--- config.mk ---
export PLATFORM = sky130hd
export DESIGN_NAME = c7bbiu_rd_arb_rr
export DESIGN_NICKNAME = d
export VERILOG_FILES = /design/src/rtl/c7bbiu_rd_arb_rr_pkg.sv /design/src/rtl/c7bbiu_rr_pick.sv /design/src/rtl/c7bbiu_rd_arb_rr.sv
export SDC_FILE = /design/constraint.sdc
export NUM_CORES = 1
export LEC_CHECK = 0
export ABC_AREA = 1
export BUFFER_PORTS_ARGS = -buffer_cell sky130_fd_sc_hd__buf_2
export CELL_PAD_IN_SITES_DETAIL_PLACEMENT = 0
export CELL_PAD_IN_SITES_GLOBAL_PLACEMENT = 1
export CORE_MARGIN = 5
export CORE_UTILIZATION = 29
export CTS_BUF_LIST = sky130_fd_sc_hd__clkbuf_4
export DETAILED_ROUTE_END_ITERATION = 8
export PLACE_DENSITY_LB_ADDON = 0.1
export REMOVE_ABC_BUFFERS = 1
export SLEW_MARGIN = 10
export SYNTH_ARGS = -nofsm -noshare
export SYNTH_HDL_FRONTEND = slang
export SYNTH_SLANG_ARGS = --single-unit
--- constraint.sdc ---
create_clock -name clk -period 2.6 [get_ports clk]
set_clock_uncertainty 0.2 [all_clocks]
set_input_delay 0.13 -clock clk [delete_from_list [all_inputs] [get_ports clk]]
set_output_delay 0.13 -clock clk [all_outputs]
set_load 0.02 [all_outputs]
--- src/rtl/c7bbiu_rd_arb_rr_pkg.sv ---
// Shared AXI encodings and sizing helpers for the c7bbiu read-address arbiter
// and its round-robin picker.
package c7bbiu_rd_arb_rr_pkg;

    localparam logic [1:0] AXI_BURST_FIXED = 2'b00;
    localparam logic [1:0] AXI_BURST_INCR  = 2'b01;
    localparam logic [2:0] AXI_SIZE_WORD   = 3'b010;

    // Legacy fixed-port IDs; in the N-way arbiter these become ID_BASE+index.
    localparam int AXI_RID_IFU = 0;
    localparam int AXI_RID_LSU = 1;

    localparam logic [3:0] AXI_CACHE_DEFAULT = 4'b0000;
    localparam logic [2:0] AXI_PROT_DEFAULT  = 3'b000;

    function automatic int idx_w(input int n);
        return (n > 1) ? $clog2(n) : 1;
    endfunction

endpackage

--- src/rtl/c7bbiu_rr_pick.sv ---
// Combinational N-way picker: round-robin from a start pointer, or fixed
// priority with the highest eligible index winning.
module c7bbiu_rr_pick
    import c7bbiu_rd_arb_rr_pkg::*;
#(
    parameter int N         = 2,
    parameter int PRIO_MODE = 0,
    parameter int IDX_W     = idx_w(N)
) (
    input  logic [N-1:0]     elig,
    input  logic [IDX_W-1:0] ptr,
    output logic [N-1:0]     grant,
    output logic [IDX_W-1:0] idx
);

    logic [2*N-1:0] dbl;
    logic [N-1:0]   rot;
    logic [IDX_W:0] sum;
    logic           found;

    always_comb begin
        idx   = '0;
        found = 1'b0;
        sum   = '0;
        dbl   = {elig, elig} >> ptr;
        rot   = dbl[N-1:0];
        if (PRIO_MODE == 1) begin
            for (int i = 0; i < N; i++) begin
                if (elig[i]) begin
                    idx = IDX_W'(i);
                end
            end
        end else begin
            // rot[k] is requester (ptr+k) mod N; the first set bit wins.
            for (int k = 0; k < N; k++) begin
                if (!found && rot[k]) begin
                    found = 1'b1;
                    sum   = {1'b0, ptr} + (IDX_W+1)'(k);
                    if (sum >= (IDX_W+1)'(N)) begin
                        sum = sum - (IDX_W+1)'(N);
                    end
                    idx = sum[IDX_W-1:0];
                end
            end
        end
    end

    always_comb begin
        grant = '0;
        for (int i = 0; i < N; i++) begin
            grant[i] = (|elig) && (idx == IDX_W'(i));
        end
    end

endmodule

--- src/rtl/c7bbiu_rd_arb_rr.sv ---
// N-requester AXI read-address arbiter: picks a requester, holds the AR beat
// until accepted, and caps each requester's outstanding reads via R snooping.
module c7bbiu_rd_arb_rr
    import c7bbiu_rd_arb_rr_pkg::*;
#(
    parameter int N_REQ     = 2,
    parameter int ID_W      = 4,
    parameter int ID_BASE   = 0,
    parameter int MAX_OUTST = 4,
    parameter int PRIO_MODE = 0
) (
    input  logic                 clk,
    input  logic                 reset,
    input  logic [N_REQ-1:0]     req,
    input  logic [N_REQ*32-1:0]  req_addr,
    input  logic [N_REQ*8-1:0]   req_len,
    input  logic [N_REQ*3-1:0]   req_size,
    output logic [N_REQ-1:0]     ack,
    output logic [N_REQ-1:0]     outst_full,
    output logic                 ar_valid,
    input  logic                 ar_ready,
    output logic [ID_W-1:0]      ar_id,
    output logic [31:0]          ar_addr,
    output logic [7:0]           ar_len,
    output logic [2:0]           ar_size,
    output logic [1:0]           ar_burst,
    output logic                 ar_lock,
    output logic [3:0]           ar_cache,
    output logic [2:0]           ar_prot,
    input  logic                 r_valid,
    input  logic                 r_ready,
    input  logic [ID_W-1:0]      r_id,
    input  logic                 r_last
);

    localparam int IDX_W = idx_w(N_REQ);
    localparam int CNT_W = $clog2(MAX_OUTST + 1);

    logic [N_REQ-1:0] elig, grant, inc_v, dec_v;
    logic [IDX_W-1:0] grant_idx, ptr_q, ptr_d;
    logic             load, r_done;
    logic [CNT_W-1:0] cnt_q [N_REQ];
    logic [CNT_W-1:0] cnt_d [N_REQ];

    logic             ar_valid_q, ar_valid_d;
    logic [ID_W-1:0]  ar_id_q, ar_id_d;
    logic [31:0]      ar_addr_q, ar_addr_d;
    logic [7:0]       ar_len_q, ar_len_d;
    logic [2:0]       ar_size_q, ar_size_d;
    logic [1:0]       ar_burst_q, ar_burst_d;

    c7bbiu_rr_pick #(.N(N_REQ), .PRIO_MODE(PRIO_MODE), .IDX_W(IDX_W)) u_pick (
        .elig  (elig),
        .ptr   (ptr_q),
        .grant (grant),
        .idx   (grant_idx)
    );

    // AR handshake: a beat transfers on ar_valid & ar_ready; ar_valid never
    // drops and the fields never change until that transfer happens. A new
    // beat loads when the register is empty or is being emptied this cycle.
    always_comb begin
        for (int i = 0; i < N_REQ; i++) begin
            outst_full[i] = (cnt_q[i] == CNT_W'(MAX_OUTST));
        end
        elig = req & ~outst_full;
        load = (|elig) && (!ar_valid_q || ar_ready) && !reset;
        ack  = load ? grant : '0;
    end

    always_comb begin
        ptr_d      = ptr_q;
        ar_valid_d = ar_valid_q && !ar_ready;
        ar_id_d    = ar_id_q;
        ar_addr_d  = ar_addr_q;
        ar_len_d   = ar_len_q;
        ar_size_d  = ar_size_q;
        ar_burst_d = ar_burst_q;
        if (load) begin
            ptr_d      = (grant_idx == IDX_W'(N_REQ - 1)) ? '0 : grant_idx + 1'b1;
            ar_valid_d = 1'b1;
            ar_id_d    = ID_W'(ID_BASE + int'(grant_idx));
            ar_burst_d = AXI_BURST_INCR;
            ar_addr_d  = '0;
            ar_len_d   = '0;
            ar_size_d  = '0;
            for (int i = 0; i < N_REQ; i++) begin
                if (grant[i]) begin
                    ar_addr_d = req_addr[i*32 +: 32];
                    ar_len_d  = req_len[i*8 +: 8];
                    ar_size_d = req_size[i*3 +: 3];
                end
            end
        end
    end

    // Same-cycle issue and completion cancel; a stray completion at zero is held at zero.
    always_comb begin
        r_done = r_valid && r_ready && r_last;
        for (int i = 0; i < N_REQ; i++) begin
            inc_v[i] = ack[i];
            dec_v[i] = r_done && (r_id == ID_W'(ID_BASE + i));
            cnt_d[i] = cnt_q[i];
            if (inc_v[i] && !dec_v[i]) begin
                cnt_d[i] = cnt_q[i] + 1'b1;
            end else if (dec_v[i] && !inc_v[i] && (cnt_q[i] != '0)) begin
                cnt_d[i] = cnt_q[i] - 1'b1;
            end
        end
    end

    always_ff @(posedge clk) begin
        if (reset) begin
            ptr_q      <= '0;
            ar_valid_q <= 1'b0;
            ar_id_q    <= '0;
            ar_addr_q  <= '0;
            ar_len_q   <= '0;
            ar_size_q  <= '0;
            ar_burst_q <= '0;
            for (int i = 0; i < N_REQ; i++) begin
                cnt_q[i] <= '0;
            end
        end else begin
            ptr_q      <= ptr_d;
            ar_valid_q <= ar_valid_d;
            ar_id_q    <= ar_id_d;
            ar_addr_q  <= ar_addr_d;
            ar_len_q   <= ar_len_d;
            ar_size_q  <= ar_size_d;
            ar_burst_q <= ar_burst_d;
            for (int i = 0; i < N_REQ; i++) begin
                cnt_q[i] <= cnt_d[i];
            end
        end
    end

    assign ar_valid = ar_valid_q;
    assign ar_id    = ar_id_q;
    assign ar_addr  = ar_addr_q;
    assign ar_len   = ar_len_q;
    assign ar_size  = ar_size_q;
    assign ar_burst = ar_burst_q;
    assign ar_lock  = 1'b0;
    assign ar_cache = AXI_CACHE_DEFAULT;
    assign ar_prot  = AXI_PROT_DEFAULT;

endmodule

### Word-level counts from Yosys, hierarchy flattened

Memory sizes are Yosys's and may differ from the RTL's.
Index checks and enable logic that the tools add are counted.

| word-level totals | value |
|---|---|
| register bits | 47 |
| bits in latches | 0 |
| RAM bits | 6 |
| ROM bits | 0 |
| input port bits | 98 |
| output and inout port bits | 62 |
| memories kept | 1 |

| cells by class | value |
|---|---|
| add/subtract/negate cells | 8 |
| multipliers | 0 |
| divide/modulo/power cells | 0 |
| $lt $le $gt $ge | 2 |
| eq/ne operators | 3 |
| shift operators | 1 |
| multiplexer cells | 23 |
| bitwise logic cells | 5 |
| reduce and logical (&&, ||, !) cells | 29 |

Memories:

| memory | depth | bits a word | rd ports | clocked after Yosys merged registers in | wr ports | line | RTL |
|---|---|---|---|---|---|---|---|
| cnt_q | 2 | 3 | 2 | 0 | 2 | c7bbiu_rd_arb_rr.sv:42 | `logic [CNT_W-1:0] cnt_q [N_REQ];` |

Operator list:

| cell | number |
|---|---|
| $mux W32 | 2 |
| $mux W3 | 8 |
| $logic_and A1 B1 Y1 | 16 |
| $mux W8 | 2 |
| $mux W1 | 10 |
| $logic_not A1 Y1 | 8 |
| $add A3 B1 Y3 const B | 2 |
| $eq A3 B3 Y1 const B | 2 |
| $reduce_bool A3 Y1 | 2 |
| $sub A3 B1 Y3 const B | 2 |
| $eq A4 B1 Y1 const B | 1 |
| $logic_not A4 Y1 | 1 |
| $shr A4 B1 Y2 | 1 |
| $add A1 B1 Y2 const B | 1 |
| $and A2 B2 Y2 | 1 |
| $ge A1 B2 Y1 const B | 1 |
| $ge A2 B2 Y1 const B | 1 |
| $mux W2 | 1 |
| $not A2 Y2 | 1 |
| $or A1 B1 Y1 | 2 |
| $reduce_or A2 Y1 | 1 |
| $sub A1 B1 Y1 const B | 2 |
| $add A1 B1 Y1 const B | 1 |
| $logic_or A1 B1 Y1 | 1 |
| $not A1 Y1 | 1 |

### Longest topological paths before layout

An unclocked memory read counts as a cell.

| depth | value |
|---|---|
| depth in word-level cells | 18 |
| mapped depth | 13 |
| gate-level depth less buffers | 13 |

### By module

A second synthesis with hierarchy kept.

| second synthesis, totals | value |
|---|---|
| cells, all modules | 346 |
| area total of the unflattened synthesis | 2478.6 µm² |

By module, submodules not included:

| module | instances | cells each | area an instance (µm²) |
|---|---|---|---|
| c7bbiu_rd_arb_rr | 1 | 341 | 2449.8 |
| c7bbiu_rr_pick | 1 | 5 | 28.8 |

### Worst setup path after synthesis

Ideal clock, no wire load.

| timing path | value |
|---|---|
| kind | register -> register |
| start point | memory cnt_q[0][0] in the netlist's numbering |
| end point | memory cnt_q[0][2] in the netlist's numbering |
| setup time | 0.115 ns |
| data arrival time | 1.670 ns |
| required time | 2.285 ns |
| path slack | 0.615 ns |
| stages on the path, launching flop included | 13 |
| path buffers | 0 |
| clock period less this slack | 1.985 ns |
| cells stage by stage | dfxtp_1 > nor2_1 > nand2_2 > nand2_1 > nand2_2 > nand2_4 > nor2_8 > nand2_2 > fa_1 > nand2_1 > nand2_1 > a21oi_1 > nor2_1 |

RTL lines:

| what | line |
|---|---|
| from (decl) | c7bbiu_rd_arb_rr.sv:42 |

==> results.md <==
* Worst EP arrival at 2.49 ns
* # rows at 34
* Crit. End Element: flip-flop
* Number of vias per cell at 4.396
* Register Area at 1061 sq um
* WP buf/inv at 3
* Clock latency on the worst-skew pair at 0.37 ns
* RSZ-0062 raised after global routing: false
* Register area share after synthesis at 0.4223
* Die height at 103.1 um
* Detailed-route via count at 2,967
* Rel. slew slack at 0.6428
* Setup violations, final at 0
* Clock Root Buffer: clkbuf_4
* Remaining Overflow, GRT at 0
* TritonCTS Buffers at 5
* Synth Cell Area at 2512 sq um
* CTS clk-pin slew, worst paths at 0.16 ns
* Worst setup SP type: flip-flop
* Die X at 103.1 um
* Non-filler cells, final at 675
* P&R area growth vs syn at 65.94%
* Static Leak at 2.040 nW
* IO Pins at 160
* TritonCTS clock tree: done
* First-pass GRT wire length at 13,380 um
* GRT Total Usage at 0.1583
* Buffers on Ports at 147
* Initial antenna violation count at 1
* Setup TNS at 0 ns
* Pre-Repair DR Iteration Count at 4
* Final hold vios at 0
* Proportion of layout cells with a drive suffix above 1 at 0.3198
* Area occupied by multi-input gates at 1177 sq um
* Unique masters post-synth at 25
* Nets@finish at 665
* Status: finished, final reports clean
* Slew @ Worst Pin at 0.5357 ns
* Yosys warns at 0
* FMAX at 422.1 MHz
* HPWL Detailed at 5503 um
* DRC errors left at 0
* Critical Path RT at 2.72 ns
* Tmin final at 2.369 ns
* Worst VDD drop at 245.8 uV
* Slew Limit Fails at 0
* Type of the worst setup path: flip-flop to flip-flop
* Max Cap Viol at 0
* Placed Instances at 576
* Final ANT Viol Nets at 0
* Worst path cell trace: nor2_1 > nand2_2 > nand3_1 > nand3_2 > inv_2 > buf_6 > nand2_1 > a31oi_1 > dlygate4sd3_1
* CTS max path bufs at 2
* H-Tree Level Count at 2
* Core area at 8593 sq um
* Cells after Synth at 336
* Period utilization at 0.9112
* Gpl congestion at 0.7075
* Post-DR wirelength/cell at 12.69 um
* Post-Syn Area per Cell at 7.477 sq um
* Clk sinks at 53
* Worst stage delay on the critical path at 0.58 ns
* Total power at 2.022 mW
* Largest net degree at the start of global routing at 47
* Starting Density at 0.2924
* Final-layout fill cell count at 884
* Worst Hold Class: input pin to flip-flop
* Final wirelength at 8567 um
* Hold_ws at 0.1658 ns
* CP max-delay cell: dlygate4sd3_1
* Pwr dens at 484.9 nW/um^2
* DRT iter0 DRCs at 86
* Synthesized flop and latch total at 53
* Worst-path maximum fanout at 45
* Die area at 10,620 sq um
* Vias in the first global route at 2,886
* Critical path's top delay family: buffers and inverters
* Fin util at 0.4851
state kept, by name (all words and copies together), names as in the netlist:
signal    cells
ar_burst      1
cnt_q         6
ar_len        8
ar_valid      1
ar_size       3
ar_addr      32
ptr_q         1
ar_id         1
power breakdown:
group          internal (mW)  total (mW)  switching, mW
sequential             0.895       0.947         0.0517
combinational          0.325       0.701          0.375
clock                  0.103       0.374          0.272
total                   1.32        2.02          0.699
per-stage QoR:
stage | area, sq um | setup slack (ns)
final | 4169 | 0.2308
after global routing | 4169 | 0.005872
after CTS | 4151 | 0.09925
after detailed placement | 3196 | 0.5762
after global placement | 3196 | 0.6071
after floorplan | 2295 | 0.09237
cell usage in the layout (no fill, tap or decap), types with 3 or more instances in the layout:
master / n
clkbuf_4: 5
buf_2: 147
a31oi_1: 43
dlygate4sd3_1: 90
nand3_1: 5
o21ai_0: 3
dfxtp_1: 53
nand2_1: 138
a21oi_1: 3
conb_1: 12
nor2_1: 17
nand2_2: 14
inv_1: 13
path summary, 6_finish.rpt:
check / from / endpoint / slack (ns) / cells past startpoint
max: cnt_q[0][0] / ar_addr[5] / 0.23 / 9
min: r_id[0] / cnt_q[0][0] / 0.17 / 7
max reg2reg: cnt_q[0][0] / ar_addr[5] / 0.23 / 9
min reg2reg: ar_burst[0] / ar_burst[0] / 0.26 / 2
synthesized netlist by cell type (all sizes together):
cell type	n	share of area
a211oi	1	0.0030
conb	1	0.0015
nand4	1	0.0025
nor2	20	0.038
buf	25	0.096
nand3	6	0.014
fa	2	0.016
a21boi	1	0.0045
nor3	2	0.0040
o21ai	5	0.010
clkbuf	5	0.0075
nand2	153	0.25
a31oi	43	0.11
inv	15	0.022
dfxtp	53	0.42
a21oi	3	0.0060
cell type report:
cell class,count,share of cell area
diodes,1,0.0006002
multi-input cells,249,0.2824
clock buffers,5,0.009004
repair buffers,241,0.4034
flip-flops and latches,53,0.2545
inverters,15,0.01351
clock inverters,3,0.004202
well taps,108,0.03241
cell families after synthesis:
family / share of synthesized area
buf+inv: 0.1255
simple gates: 0.3043
compound gates: 0.1305
fa+ha+maj: 0.01594
flops: 0.4223
other cells: 0.001493
worst register-to-register path: cells and delay by family (launching register included):
family / cells / cell delay, ns
DFF: 1 / 0.39
buffers and inverters: 3 / 0.99
and+or+nand+nor: 5 / 0.57
AOI/OAI and AO/OA: 1 / 0.19
routing by layer:
layer / GRT usage / wire [um] / share of wire
met2: 0.2689 / 4053 / 0.47
met4: 0.03386 / 37 / 0.0043
met1: 0.1928 / 3658 / 0.43
met5: 0 / 0 / 0
met3: 0.05683 / 818 / 0.095
timing repair:
| action | in CTS | in global routing |
|---|---|---|
| resized for setup | 0 | 5 |
| buffers inserted | 0 | 0 |
| setup endpoints to repair | 0 | 44 |
| hold buffers | 90 | 0 |
| hold endpoints to repair | 45 | 0 |
(Power assumes the default switching activity.)
